### src/rtl/cpu_ctrl_seq.sv
// cpu_ctrl_seq: hardwired fetch/execute control sequencer for the 32-bit bus CPU.
// Defining CTRL_SINGLE_STEP_EN adds a step_req input that gates each instruction start.
module cpu_ctrl_seq #(
   parameter int unsigned MEM_WAIT = 0,
   parameter int unsigned DIV_WAIT = 0
) (
   input  logic        clk,
   input  logic        reset,
   input  logic        run,
`ifdef CTRL_SINGLE_STEP_EN
   input  logic        step_req,
`endif
   input  logic [31:0] ir,
   input  logic        con_ff,
   output logic        PCout, IncPC, MARin, MDRin, MDRout, Read, write_mem, IRin, PCin, PCSave,
   output logic        Gra, Grb, Grc, Rin, Rout, BAout, Cout,
   output logic        Yin, Zin, Zlowout, Zhighout, HIin, LOin, HIout, LOout, CONin, INout,
   output logic        OUT_Portin,
   output logic [12:0] alu_op,
   output logic [2:0]  step,
   output logic        halted,
   output logic        illegal_op
);

   localparam logic [3:0] StIdle = 4'd0, StT0 = 4'd1, StT1 = 4'd2, StT2 = 4'd3, StT3 = 4'd4,
                          StT4 = 4'd5, StT5 = 4'd6, StT6 = 4'd7, StT7 = 4'd8, StHalt = 4'd9;

   localparam logic [12:0] OpAnd = 13'h0001, OpOr = 13'h0002, OpAdd = 13'h0004,
                           OpSub = 13'h0008, OpMul = 13'h0010, OpDiv = 13'h0020,
                           OpShr = 13'h0040, OpShra = 13'h0080, OpShl = 13'h0100,
                           OpRor = 13'h0200, OpRol = 13'h0400, OpNeg = 13'h0800,
                           OpNot = 13'h1000;

   localparam logic [4:0] OpcHalt = 5'd27;
   localparam logic [5:0] MemWaitN = 6'(MEM_WAIT);
   localparam logic [5:0] DivWaitN = 6'(DIV_WAIT);

   logic [3:0] state_q, state_d;
   logic [5:0] cnt_q, cnt_d;
   logic [4:0] opc_q, opc_d;
   logic       go;
   logic       unused_ir;

   assign unused_ir = ^ir[26:0];

`ifdef CTRL_SINGLE_STEP_EN
   logic step_req_q;
   always_ff @(posedge clk or negedge reset) begin
      if (!reset) step_req_q <= 1'b0;
      else        step_req_q <= step_req;
   end
   assign go = run & step_req & ~step_req_q;
`else
   assign go = run;
`endif

   function automatic logic [3:0] last_state(input logic [4:0] o);
      case (o) inside
         5'd0, 5'd2:                    last_state = StT7;
         5'd15, 5'd16, 5'd19:           last_state = StT6;
         5'd1, [5'd3:5'd14]:            last_state = StT5;
         5'd17, 5'd18, 5'd21:           last_state = StT4;
         default:                       last_state = StT3;
      endcase
   endfunction

   // Extra cycles a step is held; loaded into the counter on entry to that step.
   function automatic logic [5:0] wait_len(input logic [3:0] s, input logic [4:0] o);
      if (s == StT1 || (s == StT6 && o == 5'd0)) wait_len = MemWaitN;
      else if (s == StT4 && o == 5'd15)          wait_len = DivWaitN;
      else                                       wait_len = 6'd0;
   endfunction

   function automatic logic [12:0] alu_code(input logic [4:0] o);
      case (o)
         5'd3, 5'd12:  alu_code = OpAdd;
         5'd4:         alu_code = OpSub;
         5'd5, 5'd13:  alu_code = OpAnd;
         5'd6, 5'd14:  alu_code = OpOr;
         5'd7:         alu_code = OpRor;
         5'd8:         alu_code = OpRol;
         5'd9:         alu_code = OpShr;
         5'd10:        alu_code = OpShra;
         5'd11:        alu_code = OpShl;
         5'd15:        alu_code = OpDiv;
         5'd16:        alu_code = OpMul;
         5'd17:        alu_code = OpNeg;
         5'd18:        alu_code = OpNot;
         default:      alu_code = 13'h0000;
      endcase
   endfunction

   always_comb begin
      state_d = state_q;
      cnt_d   = cnt_q;
      opc_d   = opc_q;
      case (state_q)
         StIdle: if (go) state_d = StT0;
         StHalt: state_d = StHalt;
         default: begin
            if (cnt_q != 6'd0) begin
               cnt_d = cnt_q - 6'd1;
            end else if (state_q == StT3 && opc_q == OpcHalt) begin
               state_d = StHalt;
            end else if (state_q == last_state(opc_q)) begin
               state_d = go ? StT0 : StIdle;
            end else begin
               state_d = state_q + 4'd1;
               cnt_d   = wait_len(state_q + 4'd1, opc_q);
            end
            // IR is loaded at the end of T2; the opcode is frozen here for the execute steps.
            if (state_q == StT2) opc_d = ir[31:27];
         end
      endcase
   end

   always_ff @(posedge clk or negedge reset) begin
      if (!reset) begin
         state_q <= StIdle;
         cnt_q   <= 6'd0;
         opc_q   <= 5'd0;
      end else begin
         state_q <= state_d;
         cnt_q   <= cnt_d;
         opc_q   <= opc_d;
      end
   end

   always_comb begin
      {PCout, IncPC, MARin, MDRin, MDRout, Read, write_mem, IRin, PCin, PCSave} = '0;
      {Gra, Grb, Grc, Rin, Rout, BAout, Cout} = '0;
      {Yin, Zin, Zlowout, Zhighout, HIin, LOin, HIout, LOout, CONin, INout, OUT_Portin} = '0;
      alu_op     = 13'h0000;
      halted     = 1'b0;
      illegal_op = 1'b0;
      step       = (state_q >= StT0 && state_q <= StT7) ? 3'(state_q - 4'd1) : 3'd0;
      case (state_q)
         StIdle: ;
         StHalt: halted = 1'b1;
         StT0: begin PCout = 1'b1; MARin = 1'b1; IncPC = 1'b1; Zin = 1'b1; alu_op = OpAdd; end
         StT1: begin Zlowout = 1'b1; PCin = 1'b1; Read = 1'b1; MDRin = 1'b1; end
         StT2: begin MDRout = 1'b1; IRin = 1'b1; end
         default: begin
            case (opc_q) inside
               [5'd0:5'd2]: begin
                  if (state_q == StT3) begin Grb = 1'b1; BAout = 1'b1; Yin = 1'b1; end
                  if (state_q == StT4) begin Cout = 1'b1; alu_op = OpAdd; Zin = 1'b1; end
                  if (state_q == StT5) begin
                     Zlowout = 1'b1;
                     MARin   = (opc_q != 5'd1);
                     Gra     = (opc_q == 5'd1);
                     Rin     = (opc_q == 5'd1);
                  end
                  if (state_q == StT6 && opc_q == 5'd0) begin Read = 1'b1; MDRin = 1'b1; end
                  if (state_q == StT6 && opc_q == 5'd2) begin Gra = 1'b1; Rout = 1'b1; MDRin = 1'b1; end
                  if (state_q == StT7 && opc_q == 5'd0) begin MDRout = 1'b1; Gra = 1'b1; Rin = 1'b1; end
                  if (state_q == StT7 && opc_q == 5'd2) write_mem = 1'b1;
               end
               [5'd3:5'd14]: begin
                  if (state_q == StT3) begin Grb = 1'b1; Rout = 1'b1; Yin = 1'b1; end
                  if (state_q == StT4) begin
                     Grc    = (opc_q < 5'd12);
                     Rout   = (opc_q < 5'd12);
                     Cout   = (opc_q >= 5'd12);
                     alu_op = alu_code(opc_q);
                     Zin    = 1'b1;
                  end
                  if (state_q == StT5) begin Zlowout = 1'b1; Gra = 1'b1; Rin = 1'b1; end
               end
               5'd15, 5'd16: begin
                  if (state_q == StT3) begin Gra = 1'b1; Rout = 1'b1; Yin = 1'b1; end
                  if (state_q == StT4) begin
                     Grb = 1'b1; Rout = 1'b1; alu_op = alu_code(opc_q); Zin = 1'b1;
                  end
                  if (state_q == StT5) begin Zlowout = 1'b1; LOin = 1'b1; end
                  if (state_q == StT6) begin Zhighout = 1'b1; HIin = 1'b1; end
               end
               5'd17, 5'd18: begin
                  if (state_q == StT3) begin
                     Grb = 1'b1; Rout = 1'b1; alu_op = alu_code(opc_q); Zin = 1'b1;
                  end
                  if (state_q == StT4) begin Zlowout = 1'b1; Gra = 1'b1; Rin = 1'b1; end
               end
               5'd19: begin
                  if (state_q == StT3) begin Gra = 1'b1; Rout = 1'b1; CONin = 1'b1; end
                  if (state_q == StT4) begin PCout = 1'b1; Yin = 1'b1; end
                  if (state_q == StT5) begin Cout = 1'b1; alu_op = OpAdd; Zin = 1'b1; end
                  if (state_q == StT6) begin Zlowout = 1'b1; PCin = con_ff; end
               end
               5'd20: if (state_q == StT3) begin Gra = 1'b1; Rout = 1'b1; PCin = 1'b1; end
               5'd21: begin
                  if (state_q == StT3) begin PCout = 1'b1; PCSave = 1'b1; end
                  if (state_q == StT4) begin Gra = 1'b1; Rout = 1'b1; PCin = 1'b1; end
               end
               5'd22: if (state_q == StT3) begin INout = 1'b1; Gra = 1'b1; Rin = 1'b1; end
               5'd23: if (state_q == StT3) begin Gra = 1'b1; Rout = 1'b1; OUT_Portin = 1'b1; end
               5'd24, 5'd25: begin
                  if (state_q == StT3) begin
                     HIout = (opc_q == 5'd24);
                     LOout = (opc_q == 5'd25);
                     Gra   = 1'b1;
                     Rin   = 1'b1;
                  end
               end
               [5'd28:5'd31]: if (state_q == StT3) illegal_op = 1'b1;
               default: ;
            endcase
         end
      endcase
   end

endmodule

### config.mk
export PLATFORM = sky130hd
export DESIGN_NAME = cpu_ctrl_seq
export DESIGN_NICKNAME = d
export VERILOG_FILES = /design/src/rtl/cpu_ctrl_seq.sv
export SDC_FILE = /design/constraint.sdc
export NUM_CORES = 1
export LEC_CHECK = 0
export BUFFER_PORTS_ARGS = -buffer_cell sky130_fd_sc_hd__buf_2
export CAP_MARGIN = 20
export CORE_UTILIZATION = 52
export CTS_CLUSTER_SIZE = 10
export DETAILED_ROUTE_END_ITERATION = 8
export PLACE_DENSITY = 0.9
export SETUP_SLACK_MARGIN = 0.15
export SLEW_MARGIN = 40
export SYNTH_ARGS = -nofsm -noshare
export SYNTH_HDL_FRONTEND = slang
export SYNTH_SLANG_ARGS = --single-unit
### constraint.sdc
create_clock -name clk -period 6.78 [get_ports clk]
set_input_delay 1.356 -clock clk [delete_from_list [all_inputs] [get_ports clk]]
set_output_delay 1.356 -clock clk [all_outputs]
set_load 0.01 [all_outputs]
* After elaboration in Yosys (flattened, before gate mapping)
Memory sizes are Yosys's and may differ from the RTL's.
Cells that the tools add are included.
** Operators by class
- Reductions and logical operators :: 27
- Add/sub/neg operators :: 3
- Equality and inequality tests :: 29
- Order comparisons :: 10
- Bitwise gates (word level) :: 1
- Mux-type cells :: 213
** Operators with widths (number)
- $mux W1 :: 179
- $mux W13 :: 7
- $eq A5 B5 Y1 const B :: 11
- $mux W4 :: 10
- $pmux W13 S2 :: 1
- $mux W6 :: 3
- $eq A4 B3 Y1 const B :: 4
- $pmux W1 S2 :: 8
- $mux W3 :: 4
- $reduce_or A2 Y1 :: 6
- $reduce_or A4 Y1 :: 3
- $logic_and A1 B1 Y1 :: 9
- $eq A4 B2 Y1 const B :: 2
- $eq A4 B4 Y1 const B :: 2
- $pmux W4 S2 :: 1
- $ne A2 B2 Y1 const B :: 3
- $reduce_bool A6 Y1 :: 1
- $reduce_or A3 Y1 :: 2
- $sub A6 B1 Y6 const B :: 1
- $eq A5 B1 Y1 const B :: 1
- $eq A5 B2 Y1 const B :: 1
- $eq A5 B4 Y1 const B :: 1
- $ge A5 B1 Y1 const B :: 1
- $ge A5 B2 Y1 const B :: 1
- other kinds (20) :: 21
** Word-level totals
- Memories kept :: 3
- Bits of input ports :: 36
- Memory bits (read-only) :: 1248
- Register bits :: 15
- Output and inout port bits :: 46
- Word-level logic and storage cells :: 289
** Memories
- (name not given) :: words 32, width 13, rd ports 1, clocked after memory_dff 0, wr ports 0, line 75 : case (o)
- (name not given) :: words 32, width 13, rd ports 1, clocked after memory_dff 0, wr ports 0, line 75
- (name not given) :: words 32, width 13, rd ports 1, clocked after memory_dff 0, wr ports 0, line 75

* Depth between registers and ports, before layout
Gate-level depths: netlist (run 1).
- Word-level depth :: 14
- Gate-level depth with buffers :: 9
- Depth with buffers taken out :: 8

* Worst setup path before layout (run 1)
Ideal clock, no wire load.
- Path kind :: register to output
- From :: register state_q[0]
- To :: output alu_op[0]
- Path slack :: 3.374 ns
- Data required time :: 5.424 ns
- Stages on the path, launching flop included :: 9
- Arrival :: 2.050 ns
- Buffers on the path :: 1
- Cell sequence :: dfrtp_1 -> inv_1 -> ha_1 -> buf_2 -> or3_1 -> a21oi_1 -> nor2_1 -> a2111oi_2 -> and4b_1
** Between the ends
- Longest elaborated chain between the ends :: 7
- Elaborated cells between the ends (all ways) :: 16
- Those cells by class :: eq/ne: 6; mux: 8; reduce/logical: 2
** Ends and longest elaborated chain
- start, declared :: line 38 : logic [3:0] state_q, state_d;
- start signal, assigned :: line 119 : state_q <= StIdle;
- start signal, assigned :: line 123 : state_q <= state_d;
- $eq A4 B3 Y1 :: line 179 : if (state_q == StT3) begin
- $mux W13 :: line 179
- $mux W13 (4 in a row) :: line 144 : case (opc_q) inside
- $pmux W13 S2 (*) :: line 137 : case (state_q)
- end, declared :: line 19 : output logic [12:0] alu_op,
Every way passes the cells marked *; elsewhere a longest branch is shown, timed or not.

* Worst setup path after layout (run 1)
- From :: register state_q[2]
- To :: output alu_op[0]
The elaborated chain is that of the path after synthesis.

==> qor.yml, run 1 <==
grt:
  grt_overflow: 0
  grt_pass1_wl_microns: 9310
  grt_pass1_vias: 1946
  grt_usage_pct: 29.4
  antenna_found_initial: 0
  grt_max_degree: 31
setup_path:
  crit_chain: "nor2b_1, nand2_1, nor3_4, a21oi_2, a2111oi_2, and4b_1, buf_2"
  critPathTopFamily: "simple AND/OR/NAND/NOR gates"
  critPathArrivalTime_ps: 3250
  worstSetupEndpointType: "primary output"
  r2r_slack_ps: 4170
  critPathLaunchType: "flip-flop"
  cp_num_cells: 7
  crit_type: "reg2out"
  critPathMaxStageDelay_ps: 740
  r2r-end: "state_q[0]$_DFFE_PN0P_"
  crit_fanout: 19
  reg2reg_depth: 8
  crit_slowest_cell: "dfrtp_1"
  r2r-start: "state_q[0]$_DFFE_PN0P_"
  worst-endpoint-required_ps: 5420
  worst-path-buf-inv: 1
synthesis:
  synth-edff-count: 0
  synth_top_area_share_pct: 19.5
  syn_avg_cell_area_sq_um: 7.01
  yosys-top-cells-count: "36 x nor2_1, 32 x nand2_1, 24 x o21ai_0, 15 x dfrtp_1"
  synthFlopType: "dfrtp_1"
  ys_warn_count: 0
  synth_cell_types: 64
  syn_area_sq_um: 1920
  synth_cells: 274
  ys_seq_area_share_pct: 19.5
  synth-seq-cells: 15
  synth_area_leaders: "dfrtp_1 20%, nor2_1 7.0%, o21ai_0 6.3%"
  yosysMostFrequentCell: "nor2_1"
  synth_largest_area_cell: "dfrtp_1"
  postSynth.asyncResetShare_pct: 100
  synth_nets: 316
run_status:
  status: "complete, no violations"
power:
  seqPwrFrac_pct: 24.9
  powerDensity_nw_per_um2: 449
  power_mw: 0.968
  combPwrFrac_pct: 67.7
  power_switching_mw: 0.553
  swShare_pct: 57.2
  p_int_mw: 0.414
  power.leakage_nw: 1.08
  peakVddDrop_mv: 0.310
  clkPwrFrac_pct: 7.4
min_path:
  whs_path_depth: 1
  hold_path_startpoint: "cnt_q[0]$_DFFE_PN0P_"
  min_path_type: "reg2reg"
  min_to: "cnt_q[0]$_DFFE_PN0P_"
floorplan:
  rows: 21
  start_util_pct: 55.8
  core_sq_um: 3440
  die-area_sq_um: 3940
  die_h_microns: 62.8
  die_w_microns: 62.8
  ios: 82
layout:
  antennaDiodeCount: 0
  utilization_pct: 62.6
  area_delta_synth_final_pct: 12.2
  fill_cells: 336
  fin_cells: 354
  drive_gt1_share_pct: 24.4
  nets: 351
clocking:
  insertion_delay_ps: 250
  cts_setup_buffers: 0
  cts_hold_buffers: 0
  tritoncts: "built"
  cts_buffer_depth: 2
  cts.htree.levels: 1
  cts_root_buffer: "clkbuf_8"
  cts_inserted_buffers: 3
  cts.sinks: 15
  ctsResizeCount: 0
  clk_pin_slew_ps: 60
timing:
  setup_ws_ps: 2180
  report.final.hold_viol_count: 0
  slew_headroom_pct: 50.7
  setup_viol: 0
  fin_skew_ps: 3.09
  fmax_mhz: 217
  min_period_ps: 4600
  worst_pin_slew_ps: 739
  rsz0062_at_grt: "false"
  period_share_pct: 67.9
  tns_ps: 0
  drv_slew: 0
placement:
  dp_hpwl_microns: 4130
  place_inst: 350
  port_buffers: 54
  place.gp.congestion: 0.941
  pre_cts_ws_ps: 2500
job:
  cap_viol_max_count: 0
routing:
  viasPerCell: 6.19
  vias: 2193
  ant_nets: 0
  drtPass1Iterations: 6
  drt_iter0_markers: 277
  wl_per_cell_microns: 16.1
  wirelength_microns: 5690
  drc: 0
==> registers in the layout, summed over array words and instances, names as in the netlist <==
| register | flops |
|---|---|
| cnt_q | 6 |
| opc_q | 5 |
| state_q | 4 |
==> metrics by stage <==
step | instance area [sq um] | hold WS [ps]
final | 2160 | 486
after global placement | 2110 | 464
after floorplan | 1920 | 439
after detailed placement | 2110 | 470
after global routing | 2160 | 524
after CTS | 2150 | 478
==> cell usage in the layout, fill, tap and decap left out, types with 4 or more instances in the layout <==
cell type  instances
buf_2             54
nor2_1            36
nand2_1           32
o21ai_0           24
dfrtp_1           14
inv_1             11
a21oi_1           11
nand3_1            9
nor3_1             8
nor2b_1            6
ha_1               6
or3_1              5
nor4_1             5
a31oi_1            5
nand2b_1           4
and3_1             4
o22ai_1            4
mux2i_1            4
mux2_2             4
==> logic make-up (layout without fill, tap and decap cells) <==
family                   Yosys count  count (layout)  synth area share [%]
XOR/XNOR                           5               5                  2.28
buffers and inverters             35              69                  9.45
flip-flops                        15              15                  19.5
multiplexers                       9               9                  5.02
AND/OR/NAND/NOR                  133             133                  35.8
AO/OA/AOI/OAI                     71              71                  24.0
adder cells (fa/ha/maj)            6               6                  3.91
==> worst register-to-register path, cell delays in order (launching register included) <==
cell and delay [ps]:
dfrtp_1 430, inv_1 180, ha_1 410, mux2i_1 190, o2bb2ai_1 350, o31ai_1 250, nor3_1 420, o31a_1 210
mux2i_1 70
==> power groups by stage <==
stage / logic, mW / clock network [mW] / registers [mW]
6_report: 0.655 / 0.0713 / 0.241
5_1_grt: 0.713 / 0.0793 / 0.248
4_1_cts: 0.644 / 0.0733 / 0.233
3_5_place_dp: 0.640 / 0 / 0.234
3_3_place_gp: 0.632 / 0 / 0.232
2_1_floorplan: 0.598 / 0 / 0.138
==> cell type report <==
class                   count  area, sq um  share of cell area (%)
flip-flops and latches     15          377                    17.5
well taps                  46         57.6                    2.67
repair buffers             54          270                    12.5
inverters                  11         41.3                    1.92
clock buffers               3         41.3                    1.92
clock inverters             1         5.00                   0.232
multi-input cells         224         1360                    63.3
==> routing by layer <==
layer  track usage [%]  vias up  share of wire, %
li1                  -     1040                 -
met1              38.8     1031                42
met2              50.1      117                48
met3              5.11        5               9.3
met4              5.23        0              0.62
met5                 0        -                 0
==> how the worst max path moves through the flow <==
stage / startpoint / endpoint / slack, ps
2_1_floorplan: state_q[0]$_DFFE_PN0P_ / alu_op[0] / 3370
3_5_place_dp: state_q[2]$_DFFE_PN0P_ / alu_op[0] / 2500
6_report: state_q[2]$_DFFE_PN0P_ / alu_op[0] / 2180
4_1_cts: state_q[2]$_DFFE_PN0P_ / alu_op[0] / 2230
3_3_place_gp: state_q[2]$_DFFE_PN0P_ / alu_op[0] / 2550
5_1_grt: state_q[2]$_DFFE_PN0P_ / alu_op[0] / 2010
Power figures use the tool's default switching activity.
==> run 2, diff against run 1 <==
Settings changed: CORE_UTILIZATION 52 to 49, PLACE_DENSITY 0.9 to 0.86.
Clock period 6.78 ns to 4.5 ns, I/O delays scaled along.
==> run 2 against run 1 <==
  * Non-clock buffer count rose by 5
  * Worst setup slack got worse by 1300 ps
  * Die area rose by 5.9%
  * Critical endpoint unchanged
  * Largest power group unchanged
==> qor.yml, run 2 (synthesis gave the netlist of run 1 again) <==
grt:
  grt_max_degree: 22
  grt_usage_pct: 27.4
  antenna_found_initial: 0
  grt_pass1_vias: 1959
  grt_overflow: 0
  grt_pass1_wl_microns: 8990
timing:
  tns_ps: 0
  min_period_ps: 3590
  rsz0062_at_grt: "false"
  setup_ws_ps: 911
  report.final.hold_viol_count: 0
  drv_slew: 0
  setup_viol: 0
  fin_skew_ps: 6.82
  period_share_pct: 79.8
  slew_headroom_pct: 49.8
  fmax_mhz: 279
  worst_pin_slew_ps: 753
run_status:
  status: "complete, no violations"
placement:
  port_buffers: 54
  place.gp.congestion: 1.03
  pre_cts_ws_ps: 1160
  dp_hpwl_microns: 4080
layout:
  area_delta_synth_final_pct: 14.2
  antennaDiodeCount: 0
  final_common_cell: "buf_2"
  drive_gt1_share_pct: 24.9
  utilization_pct: 59.0
  largest-register: "cnt_q"
  final_cell_mix: "54 x buf_2, 36 x nor2_1, 32 x nand2_1, 24 x o21ai_0, 15 x dfrtp_1"
  nets: 356
  reg_top3: "cnt_q x6, opc_q x5, state_q x4"
  fill_cells: 367
  largest_reg_flops: 6
routing:
  wirelength_microns: 5430
  wl_met1_microns: 2290
  ant_nets: 0
  top_layer: "met4"
  drc: 0
  drtPass1Iterations: 4
  wl_per_cell_microns: 15.0
  vias: 2149
  drt_iter0_markers: 214
  met3_length_microns: 459
  wl_met2_microns: 2610
  viasPerCell: 5.95
setup_path:
  r2r-start: "state_q[0]$_DFFE_PN0P_"
  worstSetupEndpointType: "primary output"
  reg2reg_depth: 8
  r2r_slack_ps: 1950
  crit_slowest_cell: "dfrtp_1"
  critPathMaxStageDelay_ps: 430
  critPathLaunchType: "flip-flop"
  crit_type: "reg2out"
  worst-path-buf-inv: 2
  worst-endpoint-required_ps: 3600
  critPathArrivalTime_ps: 2690
  crit_chain: "inv_1, ha_1, nand2_1, nor3_4, a21oi_2, a2111oi_2, and4b_1, buf_2"
  critPathTopFamily: "simple AND/OR/NAND/NOR gates"
  crit_fanout: 10
  r2r-end: "state_q[0]$_DFFE_PN0P_"
clocking:
  tritoncts: "built"
  cts.htree.levels: 1
  ctsResizeCount: 0
  cts_inserted_buffers: 3
  cts_buffer_depth: 2
  cts_setup_buffers: 0
  cts.sinks: 15
  clk_pin_slew_ps: 60
  cts_root_buffer: "clkbuf_8"
  cts_hold_buffers: 0
  insertion_delay_ps: 240
floorplan:
  ios: 82
  die_w_microns: 64.6
  start_util_pct: 51.7
  die_h_microns: 64.6
  die-area_sq_um: 4170
  rows: 22
  core_sq_um: 3720
min_path:
  whs_path_depth: 1
  min_to: "cnt_q[5]$_DFFE_PN0P_"
  min_path_type: "reg2reg"
  hold_path_startpoint: "cnt_q[5]$_DFFE_PN0P_"
power:
  peakVddDrop_mv: 0.353
  power_mw: 1.46
  power.leakage_nw: 1.10
  powerDensity_nw_per_um2: 664
job:
  cap_viol_max_count: 0
==> run 2: power breakdown <==
part	internal (mW)	switching, mW
Sequential	0.174	0.150
Combinational	0.407	0.620
Clock	0.0625	0.0425
==> run 2: area by class of cell <==
type                            count  area, sq um  share of cell area (%)
Multi-Input combinational cell    224         1360                    62.2
Sequential cell                    15          375                    17.1
Timing Repair Buffer               59          308                    14.0
Tap cell                           48         60.1                    2.74
Clock buffer                        4         45.0                    2.05
Inverter                           11         41.3                    1.88
==> run 2: through the flow <==
step | area [sq um] | instances | hold slack [ps]
2_1_floorplan | 1920 | 274 | 439
4_1_cts | 2190 | 361 | 490
3_5_place_dp | 2150 | 357 | 483
3_3_place_gp | 2150 | 357 | 464
6_report | 2190 | 361 | 493
5_1_grt | 2190 | 361 | 519
==> run 2: worst max path at each step <==
stage | from | end | depth (start not counted)
finish | state_q[0]$_DFFE_PN0P_ | alu_op[0] | 8
global route | opc_q[1]$_DFFE_PN0P_ | alu_op[0] | 6
CTS | state_q[0]$_DFFE_PN0P_ | alu_op[0] | 8
detailed placement | state_q[0]$_DFFE_PN0P_ | alu_op[0] | 8
global placement | state_q[0]$_DFFE_PN0P_ | alu_op[0] | 8
floorplan | state_q[0]$_DFFE_PN0P_ | alu_op[0] | 8
==> run 2: layer usage <==
metal	global-route usage [%]	up-vias
li1	-	1049
met1	34.4	987
met2	47.4	105
met3	4.58	8
met4	8.89	0
met5	0	-
